### src/rtl/seg_pkg.sv
// Shared types and constants for the 7-segment scan path.
// State encoding, digit geometry, anode constants and the anode decode helper.
package seg_pkg;

  typedef enum logic [1:0] {
    IDLE  = 2'd0,
    BLANK = 2'd1,
    ON    = 2'd2
  } state_t;

  localparam int NUM_DIGITS  = 8;
  localparam int DIGIT_SEL_W = 3;

  localparam logic [NUM_DIGITS-1:0] AN_OFF = 8'hFF;

  // Active-low one-hot anode pattern for digit i.
  function automatic logic [NUM_DIGITS-1:0] an_sel(
    input logic [DIGIT_SEL_W-1:0] i
  );
    logic [NUM_DIGITS-1:0] one;
    one = {{(NUM_DIGITS-1){1'b0}}, 1'b1};
    return ~(one << i);
  endfunction

endpackage

### src/rtl/next_digit_sel.sv
// Rotate-priority finder: first set mask bit searching upward from cur+1.
// Ports: cur (current index), mask (enabled digits) -> nxt, wrap (nxt <= cur).
module next_digit_sel
  import seg_pkg::*;
(
  input  logic [DIGIT_SEL_W-1:0] cur,
  input  logic [NUM_DIGITS-1:0]  mask,
  output logic [DIGIT_SEL_W-1:0] nxt,
  output logic                   wrap
);

  logic [DIGIT_SEL_W-1:0] idx;
  logic                   found;

  // Offset 8 lands back on cur, so a lone enabled digit selects itself.
  always_comb begin
    nxt   = cur;
    found = 1'b0;
    idx   = '0;
    for (int i = 1; i <= NUM_DIGITS; i++) begin
      idx = cur + DIGIT_SEL_W'(i);
      if (!found && mask[idx]) begin
        nxt   = idx;
        found = 1'b1;
      end
    end
  end

  assign wrap = (nxt <= cur);

endmodule

### src/rtl/seg_scan_ctrl.sv
// Digit-scan controller: blanked, time-multiplexed 8-digit anode/dp drive.
// Ports: clk, rst, en, digit_mask, dp_mask -> s, an, dp, scan_tick, frame_done.
module seg_scan_ctrl
  import seg_pkg::*;
#(
  parameter int CLK_HZ    = 100_000_000,
  parameter int SCAN_HZ   = 1_000,
  parameter int BLANK_CYC = 1_000
) (
  input  logic                   clk,
  input  logic                   rst,
  input  logic                   en,
  input  logic [NUM_DIGITS-1:0]  digit_mask,
  input  logic [NUM_DIGITS-1:0]  dp_mask,
  output logic [DIGIT_SEL_W-1:0] s,
  output logic [NUM_DIGITS-1:0]  an,
  output logic                   dp,
  output logic                   scan_tick,
  output logic                   frame_done
);

  localparam int DIV = CLK_HZ / SCAN_HZ;
  localparam int PW  = (DIV > 1) ? $clog2(DIV) : 1;

  localparam logic [PW-1:0] DIV_LAST   = PW'(DIV - 1);
  localparam logic [PW-1:0] BLANK_LAST = PW'(BLANK_CYC - 1);

  if (BLANK_CYC >= DIV || BLANK_CYC < 1) begin : g_bad_blank
    $error("BLANK_CYC must be in 1..DIV-1");
  end

  state_t                 state;
  logic [PW-1:0]          pre;
  logic [DIGIT_SEL_W-1:0] nxt;
  logic                   wrap;

  next_digit_sel u_nxt (
    .cur  (s),
    .mask (digit_mask),
    .nxt  (nxt),
    .wrap (wrap)
  );

  // The prescaler spans the whole slot; BLANK is its first
  // BLANK_CYC counts, ON the remainder up to DIV-1.
  always_ff @(posedge clk or posedge rst) begin
    if (rst) begin
      state      <= IDLE;
      s          <= '0;
      pre        <= '0;
      an         <= AN_OFF;
      dp         <= 1'b1;
      scan_tick  <= 1'b0;
      frame_done <= 1'b0;
    end else begin
      scan_tick  <= 1'b0;
      frame_done <= 1'b0;
      an         <= AN_OFF;
      dp         <= 1'b1;
      if (!en || digit_mask == '0) begin
        state <= IDLE;
        pre   <= '0;
      end else begin
        unique case (state)
          IDLE: begin
            pre   <= '0;
            state <= BLANK;
            if (!digit_mask[s]) s <= nxt;
          end
          BLANK: begin
            pre <= pre + 1'b1;
            if (pre == BLANK_LAST) begin
              state <= ON;
              if (digit_mask[s]) begin
                an <= an_sel(s);
                dp <= ~dp_mask[s];
              end
            end
          end
          ON: begin
            if (pre == DIV_LAST) begin
              pre        <= '0;
              s          <= nxt;
              scan_tick  <= 1'b1;
              frame_done <= wrap;
              state      <= BLANK;
            end else begin
              pre <= pre + 1'b1;
              if (digit_mask[s]) begin
                an <= an_sel(s);
                dp <= ~dp_mask[s];
              end
            end
          end
          default: begin
            state <= IDLE;
            pre   <= '0;
          end
        endcase
      end
    end
  end

endmodule

### config.mk
export PLATFORM = sky130hd
export DESIGN_NAME = seg_scan_ctrl
export DESIGN_NICKNAME = d
export VERILOG_FILES = /design/src/rtl/seg_pkg.sv /design/src/rtl/next_digit_sel.sv /design/src/rtl/seg_scan_ctrl.sv
export SDC_FILE = /design/constraint.sdc
export NUM_CORES = 1
export LEC_CHECK = 0
export CAP_MARGIN = 5
export CORE_MARGIN = 1
export CORE_UTILIZATION = 50
export DETAILED_ROUTE_END_ITERATION = 8
export PLACE_DENSITY = 0.74
export SLEW_MARGIN = 15
export SYNTH_ARGS = -nofsm -noshare
export SYNTH_HDL_FRONTEND = slang
export SYNTH_HIERARCHICAL = 1
export SYNTH_SLANG_ARGS = --single-unit
### constraint.sdc
create_clock -name clk -period 4.45 [get_ports clk]
set_clock_uncertainty 0.2 [all_clocks]
set_input_delay 0.89 -clock clk [delete_from_list [all_inputs] [get_ports clk]]
set_output_delay 0.89 -clock clk [all_outputs]
set_load 0.01 [all_outputs]
### Word level (Yosys, flattened, before mapping)

Index checks and enable logic that the tools add are counted.

* flip-flop bits (word level): 33
* input port bits: 19

* add/subtract/negate cells: 8
* magnitude comparators: 9
* equal/unequal tests: 8
* shift-type cells: 1
* multiplexer cells: 59
* bitwise logic cells: 3
* reductions and logical operators: 21

Operators by type and width (number)
* 2-to-1 mux 17 bit: 2
* one-hot mux 17 bit (2 select lines): 1
* < comparator 3 x 4 -> 1 bit (second input constant): 8
* 2-to-1 mux 8 bit: 4
* 2-to-1 mux 3 bit: 10
* binary-select mux 1 bit (select 3 bit): 9
* 2-to-1 mux 1 bit: 26
* adder 17 x 1 -> 17 bit (second input constant): 1
* equality test 17 x 10 -> 1 bit (second input constant): 1
* equality test 17 bit (second input constant): 1
* one-hot mux 8 bit (2 select lines): 1
* adder 3 bit (second input constant): 4
* logical NOT 1 bit: 8
* logical NOT 8 bit: 1
* inverter 8 bit: 1
* << shifter 1 x 3 -> 8 bit (first input constant): 1
* logical AND 1 bit: 7
* adder 3 x 2 -> 3 bit (second input constant): 2
* 2-to-1 mux 2 bit: 3
* != test 3 bit (second input constant): 2
* one-hot mux 2 bit (3 select lines): 1
* one-hot mux 3 bit (2 select lines): 1
* != test 2 bit (second input constant): 2
* AND reduction 4 bit: 1
* other kinds (10): 11

### Depth between registers and ports, before layout

Gate-level depths: netlist (run 1).

* depth after elaboration: 29
* depth in mapped cells: 16

### By module

Netlist (run 1), hierarchy kept.

Modules (own cells, without submodules)
* seg_scan_ctrl: times used 1, cells each 172, area each 1762.9 µm²
* next_digit_sel: times used 1, cells each 107, area each 948.4 µm²

### Worst setup path after synthesis (run 1)

No wires, ideal clock.

* path kind: register to register
* start: register s[1]
* end: register frame_done
* library setup time: 0.066 ns
* data arrival time: 3.637 ns
* data required time: 4.184 ns
* path slack: 0.548 ns
* cell stages (with the launch flop): 16
* period minus slack after synthesis: 3.902 ns
* cells stage by stage: dfrtp_1 > buf_2 > inv_1 > ha_1 > buf_2 > mux2_1 > nor3_1 > a221oi_1 > or4b_4 > a21o_1 > o31ai_1 > ha_1 > nor2b_1 > o21a_1 > o21ai_0 > and2_1

* word-level cells in the longest chain between the ends: 29

Ends and longest elaborated chain
* from (decl): RTL line seg_scan_ctrl.sv:15 `output logic [DIGIT_SEL_W-1:0] s,`
* from (signal assigned): RTL line seg_scan_ctrl.sv:68 `if (!digit_mask[s]) s <= nxt;`
* from (signal assigned): RTL line seg_scan_ctrl.sv:83 `s <= nxt;`
* adder 3 x 1 -> 3 bit: RTL line next_digit_sel.sv:21 `idx = cur + DIGIT_SEL_W'(i);`
* binary-select mux 1 bit (select 3 bit): RTL line next_digit_sel.sv:22 `if (!found && mask[idx]) begin`
* 2-to-1 mux 1 bit (implied by the code): RTL line next_digit_sel.sv:22
* 2-to-1 mux 1 bit: RTL line next_digit_sel.sv:22
* logical NOT 1 bit: RTL line next_digit_sel.sv:22
* logical AND 1 bit: RTL line next_digit_sel.sv:22
* 2-to-1 mux 1 bit: RTL line next_digit_sel.sv:22
* logical NOT 1 bit: RTL line next_digit_sel.sv:22
* [15 not listed]
* logical AND 1 bit: RTL line next_digit_sel.sv:22
* 2-to-1 mux 3 bit (*): RTL line next_digit_sel.sv:22
* net nxt[1]: RTL line seg_scan_ctrl.sv:34 `logic [DIGIT_SEL_W-1:0] nxt;`
* <= comparator 3 bit (*): RTL line next_digit_sel.sv:29 `assign wrap = (nxt <= cur);`
* net wrap: RTL line seg_scan_ctrl.sv:35 `logic wrap;`
* 2-to-1 mux 1 bit (*): RTL line seg_scan_ctrl.sv:81 `if (pre == DIV_LAST) begin`
* 2-to-1 mux 1 bit (*): RTL line seg_scan_ctrl.sv:64 `unique case (state)`
* 2-to-1 mux 1 bit (*): RTL line seg_scan_ctrl.sv:60 `if (!en || digit_mask == '0) begin`
* to (signal assigned): RTL line seg_scan_ctrl.sv:85 `frame_done <= wrap;`
* to (decl): RTL line seg_scan_ctrl.sv:19 `output logic frame_done`

The timed path passes the listed nets; every way through them passes the cells marked *. The select of a mux whose other input is x is not followed.
A chain may end at the register's enable or synchronous reset.

### Worst setup path after layout (run 1)

* start: input digit_mask[7]
* end: register frame_done

* word-level cells in the longest chain between the ends: 28

Ends and longest elaborated chain
* from (decl): RTL line seg_scan_ctrl.sv:13 `input logic [NUM_DIGITS-1:0] digit_mask,`
* binary-select mux 1 bit (select 3 bit): RTL line next_digit_sel.sv:22
* 2-to-1 mux 1 bit (implied by the code): RTL line next_digit_sel.sv:22
* 2-to-1 mux 1 bit: RTL line next_digit_sel.sv:22
* logical NOT 1 bit: RTL line next_digit_sel.sv:22
* logical AND 1 bit: RTL line next_digit_sel.sv:22
* 2-to-1 mux 1 bit: RTL line next_digit_sel.sv:22
* logical NOT 1 bit: RTL line next_digit_sel.sv:22
* logical AND 1 bit: RTL line next_digit_sel.sv:22
* [14 not listed]
* logical AND 1 bit: RTL line next_digit_sel.sv:22
* 2-to-1 mux 3 bit (*): RTL line next_digit_sel.sv:22
* net nxt[1]: RTL line seg_scan_ctrl.sv:34
* <= comparator 3 bit (*): RTL line next_digit_sel.sv:29
* net wrap: RTL line seg_scan_ctrl.sv:35
* 2-to-1 mux 1 bit (*): RTL line seg_scan_ctrl.sv:81
* 2-to-1 mux 1 bit (*): RTL line seg_scan_ctrl.sv:64
* 2-to-1 mux 1 bit (*): RTL line seg_scan_ctrl.sv:60

Marked as above.

==> results_dict.tcl, run 1 <==
set metrics [dict create \
    ys_seq_elements 33 \
    clockRootBuffer "clkbuf_8" \
    ctsHoldBuffers 0 \
    path_delay_family "compound AO/OA/AOI/OAI gates" \
    num-fill-cells 422 \
    die_height_um 75.6 \
    cts_tree "built" \
    clock_path_buffers 2 \
    coreArea_mm2 0.00517 \
    grt.overflow.total 0 \
    routed_wl_mm 6.13 \
    io_pins 33 \
    finalNetCount 341 \
    drive_gt1_share_pct 14.7 \
    post_cts_resized 0 \
    num_vias 2295 \
    crit_chain "clkdlybuf4s50_1 > nor2b_1 > a211oi_1 > a221oi_1 > or4b_4 > a21o_1 > o31ai_1 > ha_1 > nor2b_1 > o21a_1 > o21ai_0 > and2_1" \
    worst_hold_path_type "register to register" \
    synth_nets 309 \
    drv_slew 0 \
    ys_top_cells_by_area "dfrtp_1 (22%), dfstp_2 (8.7%), mux4_2 (8.3%), ha_1 (5.1%), nor2_1 (4.3%)" \
    grt_pass1_vias 2013 \
    multi_input_comb_area_mm2 0.00175 \
    antenna_found_initial 0 \
    crit_type "primary input to register" \
    yosysWarningCount 6 \
    cpPeakStageDelay_ps 620 \
    leakage_nw 1.25 \
    num_rows 26 \
    cp_max_fo 8 \
    fin_crit_ps 4030 \
    gp_congestion 0.902 \
    cp-end-kind "register" \
    dieArea_mm2 0.00572 \
    start_util_pct 52.4 \
    status "finished, final reports clean" \
    drc 0 \
    synthCells 279 \
    yosysSeqAreaShare_pct 30.9 \
    via_per_inst 6.01 \
    synth_area_per_cell_um2 9.72 \
    hpwl_mm 4.47 \
    power_density_mw_per_mm2 747 \
    clk_pin_slew_ps 60 \
    yosysTopAreaCell "dfrtp_1" \
    cp.arrival_ps 4040 \
    final_cell_mix "clkdlybuf4s50_1 (32), nor2_1 (31), dfrtp_1 (24)" \
    utilization_pct 61.5 \
    rsz0062_at_grt "no" \
    cp-start-kind "primary input" \
    cts_sinks 33 \
    timing.fmax_mhz 248 \
    worstMarginPinSlew_ps 980 \
    numPortBuffers 32 \
    cap_violations 0 \
    crit_top_cell "nor2b_1" \
    die_x_um 75.6 \
    grt_first_pass_wirelength_mm 9.72 \
    grt_util_all_layers_pct 22.8 \
    crit_buf_inv 1 \
    ir_worst_vdd_uv 538 \
    cts_setup_buffers 0 \
    cts_buffers 5 \
    dr.pass1.iters 4 \
    post-synth-top-area-fraction_pct 22.2 \
    syn_to_final_growth_pct 17.4 \
    wl_per_cell_um 16.0 \
    drt_iter0_markers 147 \
    slew_headroom_pct 34.6 \
    clk_latency_ps 280 \
    async_reset_ff_share_pct 100 \
    htreeDepth 2 \
    synth_edf_count 0 \
    syn_area_mm2 0.00271 \
    ant_nets 0 \
    cpMaxStageDelayCell "or4b_4" \
    required_ps 4460 \
    hold_violations 0 \
    seq_area_um2 837 \
    setup_tns_ps 0 \
    fin_crit_sh_pct 90.5 \
    layout_commonest_cell "clkdlybuf4s50_1" \
    ys_types 62 \
    ys.flop_type "dfrtp_1" \
    grt_max_degree 31 \
    insertedDiodeCount 0 \
    setup_viol 0 \
]
## per-stage QoR
stage	power, mW	cell area [µm²]	std cells	worst slack [ps]	hold WS (ps)
after floorplan	1.75	2710	279	548	281
after global placement	2.09	3090	374	231	304
after detailed placement	2.12	3090	374	172	311
after CTS	2.36	3180	382	447	320
after global routing	2.58	3180	382	280	337
final	2.38	3180	382	425	315
## path summary, 6_finish.rpt
check / depth (start not counted) / startpoint / slack, ps / end
worst max-delay path: 12 / digit_mask[7] / 420 / frame_done$_DFF_PP0_
worst min-delay path: 1 / pre[0]$_DFF_PP0_ / 310 / pre[0]$_DFF_PP0_
worst max register to register: 13 / s[1]$_DFFE_PP0P_ / 620 / frame_done$_DFF_PP0_
worst min register to register: 1 / pre[0]$_DFF_PP0_ / 310 / pre[0]$_DFF_PP0_
max in group asynchronous: 3 / rst / 2350 / an[4]$_DFF_PP1_
min in group asynchronous: 2 / rst / 950 / pre[7]$_DFF_PP0_
## routing by layer
metal	track usage [%]	part of all wire (%)
met1	34.1	48
met2	35.0	45
met3	3.31	6.2
met4	5.56	0.77
met5	0	0
## synthesized netlist by cell type (all sizes together) (2+ instances only)
| master | instances |
|---|---|
| nor3 | 10 |
| a21oi | 8 |
| and2 | 3 |
| clkbuf | 5 |
| nor2b | 3 |
| mux2i | 8 |
| ha | 11 |
| dfrtp | 24 |
| o22a | 2 |
| nand3 | 8 |
| o21ai | 13 |
| xor2 | 9 |
| a221o | 3 |
| inv | 13 |
| nand2b | 5 |
| nand3b | 2 |
| nand2 | 15 |
| buf | 8 |
| xnor2 | 13 |
| mux4 | 12 |
| and3 | 9 |
| nand4 | 5 |
| nor2 | 31 |
| a31oi | 2 |
| a31o | 2 |
| mux2 | 10 |
| and4 | 4 |
| nor4 | 6 |
| or4b | 2 |
| dfstp | 9 |
| a211oi | 3 |
| o211ai | 2 |
| a221oi | 3 |
## kinds of logic after synthesis
group	count (synthesis)	synth area share, %
AOI/OAI and AO/OA	49	13.2
xor gates and xnor gates	22	7.11
adders and majority gates	11	5.08
buffers and inverters	26	4.43
DFF	33	30.9
muxes	30	18.0
and+or+nand+nor	108	21.4
## power breakdown
group | switching (mW) | internal, mW
clock | 0.0976 | 0.126
combinational | 0.916 | 0.817
sequential | 0.0489 | 0.372
## area by class of cell
type / instances / share of cell area (%)
tap: 70 / 2.75
clock buffer: 8 / 2.83
sequential: 33 / 26.3
inverter: 13 / 1.53
timing repair buffer: 38 / 11.5
multi-input combinational: 220 / 55.1
## state kept, by name, summed over array words and instances (netlist names)
register and flops:
scan_tick 1, dp 1, pre 17, frame_done 1
an 8, s 3, state 2
No activity file was read; power rests on OpenSTA's default activity.
==> inputs of run 2 (changes only) <==
--- a/config.mk
+++ b/config.mk
@@ -9,7 +9,8 @@
 export CORE_MARGIN = 1
 export CORE_UTILIZATION = 50
 export DETAILED_ROUTE_END_ITERATION = 8
-export PLACE_DENSITY = 0.74
+export DONT_BUFFER_PORTS = 1
+export PLACE_DENSITY = 0.66
 export SLEW_MARGIN = 15
 export SYNTH_ARGS = -nofsm -noshare
 export SYNTH_HDL_FRONTEND = slang
==> run 2 against run 1 <==
Largest power group unchanged. Hold slack worse by 11 ps. Clock-buffer cell count shrank 1. Sequential power increased by 6.2%. Clock power grew 5%. First-iteration DRC count down 44%. Highest routed layer unchanged. Register-to-register slack improved by 110 ps. Combinational power shrank 9.8%.
==> results_dict.tcl, run 2 (synthesis gave the netlist of run 1 again) <==
set metrics [dict create \
    status "finished, final reports clean" \
    setup_tns_ps 0 \
    p_int_mw 1.22 \
    leakage_nw 1.11 \
    cp.arrival_ps 3750 \
    cts_setup_buffers 0 \
    crit_chain "inv_1 > ha_1 > mux2_2 > mux2i_1 > a221oi_1 > or4b_4 > a21o_1 > o31ai_1 > ha_1 > nor2b_1 > o21a_1 > o21ai_0 > and2_1" \
    power_density_mw_per_mm2 785 \
    dr.pass1.iters 4 \
    via_per_inst 6.04 \
    timing.fmax_mhz 269 \
    clock_path_buffers 2 \
    cp_max_fo 13 \
    fin_crit_sh_pct 83.6 \
    insertedDiodeCount 0 \
    cp-start-kind "register" \
    layout_commonest_cell "nor2_1" \
    largest_reg_flops 17 \
    drive_gt1_share_pct 16.5 \
    clk_latency_ps 290 \
    io_pins 33 \
    crit_type "register to register" \
    final_cell_mix "nor2_1 (31), dfrtp_1 (24), nand2_1 (15)" \
    cts_buffers 5 \
    cts_sinks 33 \
    finalNetCount 308 \
    syn_to_final_growth_pct 5.45 \
    p_switching_mw 1.03 \
    p_seq_share_pct 19.9 \
    grt_util_all_layers_pct 22.1 \
    setup_slack_ps 728 \
    hpwl_mm 4.17 \
    rsz0062_at_grt "no" \
    num_rows 26 \
    cpPeakStageDelay_ps 610 \
    gp_congestion 0.918 \
    fin_crit_ps 3720 \
    timing.hold.ws_ps 304 \
    dieArea_mm2 0.00572 \
    slew_headroom_pct 46.5 \
    sw_frac_of_total_pct 45.8 \
    coreArea_mm2 0.00517 \
    drv_slew 0 \
    crit_top_cell "ha_1" \
    htreeDepth 2 \
    clockRootBuffer "clkbuf_8" \
    cap_violations 0 \
    wl_per_cell_um 16.1 \
    grt_pass1_vias 1929 \
    num_vias 2108 \
    cpMaxStageDelayCell "or4b_4" \
    grt_max_degree 31 \
    ant_nets 0 \
    die_height_um 75.6 \
    grt.overflow.total 0 \
    post_cts_resized 0 \
    cp-end-kind "register" \
    regMostFlops "pre" \
    die_x_um 75.6 \
    antenna_found_initial 0 \
    required_ps 4480 \
    ir_worst_vdd_uv 433 \
    drc 0 \
    cts_tree "built" \
    hold_violations 0 \
    pwr-share-clk_pct 10.5 \
    grt_first_pass_wirelength_mm 9.38 \
    drt_iter0_markers 82 \
    start_util_pct 52.4 \
    reg.largest.list "pre x17, an x8, s x3" \
    setup_viol 0 \
    numPortBuffers 0 \
    clk_pin_slew_ps 70 \
    worstMarginPinSlew_ps 803 \
    combPwrFrac_pct 69.6 \
    ctsHoldBuffers 0 \
    routed_wl_mm 5.62 \
    place_ws_ps 729 \
    worst_hold_path_type "primary input to asynchronous set/reset pin" \
]
## run 2: path summary, 6_finish.rpt
| kind | cells after the start | from | to | slack (ps) |
|---|---|---|---|---|
| min in group clk | 1 | pre[0]$_DFF_PP0_ | pre[0]$_DFF_PP0_ | 330 |
| setup reg to reg | 13 | s[1]$_DFFE_PP0P_ | frame_done$_DFF_PP0_ | 730 |
| hold reg to reg | 1 | pre[0]$_DFF_PP0_ | pre[0]$_DFF_PP0_ | 330 |
| hold / removal | 1 | rst | state[0]$_DFFE_PP0P_ | 300 |
| setup / recovery | 13 | s[1]$_DFFE_PP0P_ | frame_done$_DFF_PP0_ | 730 |
| max in group asynchronous | 2 | rst | state[1]$_DFFE_PP0P_ | 3110 |
## run 2: layout make-up
cell class | instances | area, µm²
clock buffer | 7 | 86.3
clock inverter | 1 | 7.51
fill | 465 | 2310
inverter | 13 | 48.8
multi-input combinational | 220 | 1750
sequential | 33 | 837
tap | 70 | 87.6
timing repair buffer | 5 | 37.5
## run 2: worst max-delay path, delay by kind of cell, from the launching register on
family / cells / cell delay (ps)
flops: 1 / 340
mux: 2 / 620
fa+ha+maj: 2 / 870
compound gates: 5 / 670
simple gates: 3 / 880
buf+inv: 1 / 100
## run 2: metrics by stage
step           area [µm²]  total power [mW]  utilization (%)  std cells
2_1_floorplan        2710              1.75                -        279
3_3_place_gp         2770              1.98             53.5        341
3_5_place_dp         2770              2.00             53.5        341
4_1_cts              2860              2.24             55.3        349
5_1_grt              2860              2.44             55.3        349
6_report             2860              2.24             55.3        349
## run 2: power by group through the flow
stage          Sequential (mW)  Combinational [mW]  Clock, mW
2_1_floorplan            0.436                1.32          0
3_3_place_gp             0.452                1.53          0
3_5_place_dp             0.452                1.55          0
4_1_cts                  0.447                1.55      0.243
5_1_grt                  0.455                1.74      0.253
6_report                 0.447                1.56      0.235
## run 2: metal layers
| metal | vias to the layer above | part of all wire [%] | global-route usage (%) |
|---|---|---|---|
| met5 | - | 0 | 0 |
| met4 | 0 | 1.5 | 7.20 |
| met1 | 1014 | 47 | 29.5 |
| met2 | 51 | 47 | 35.3 |
| li1 | 1035 | - | - |
| met3 | 8 | 3.8 | 5.42 |
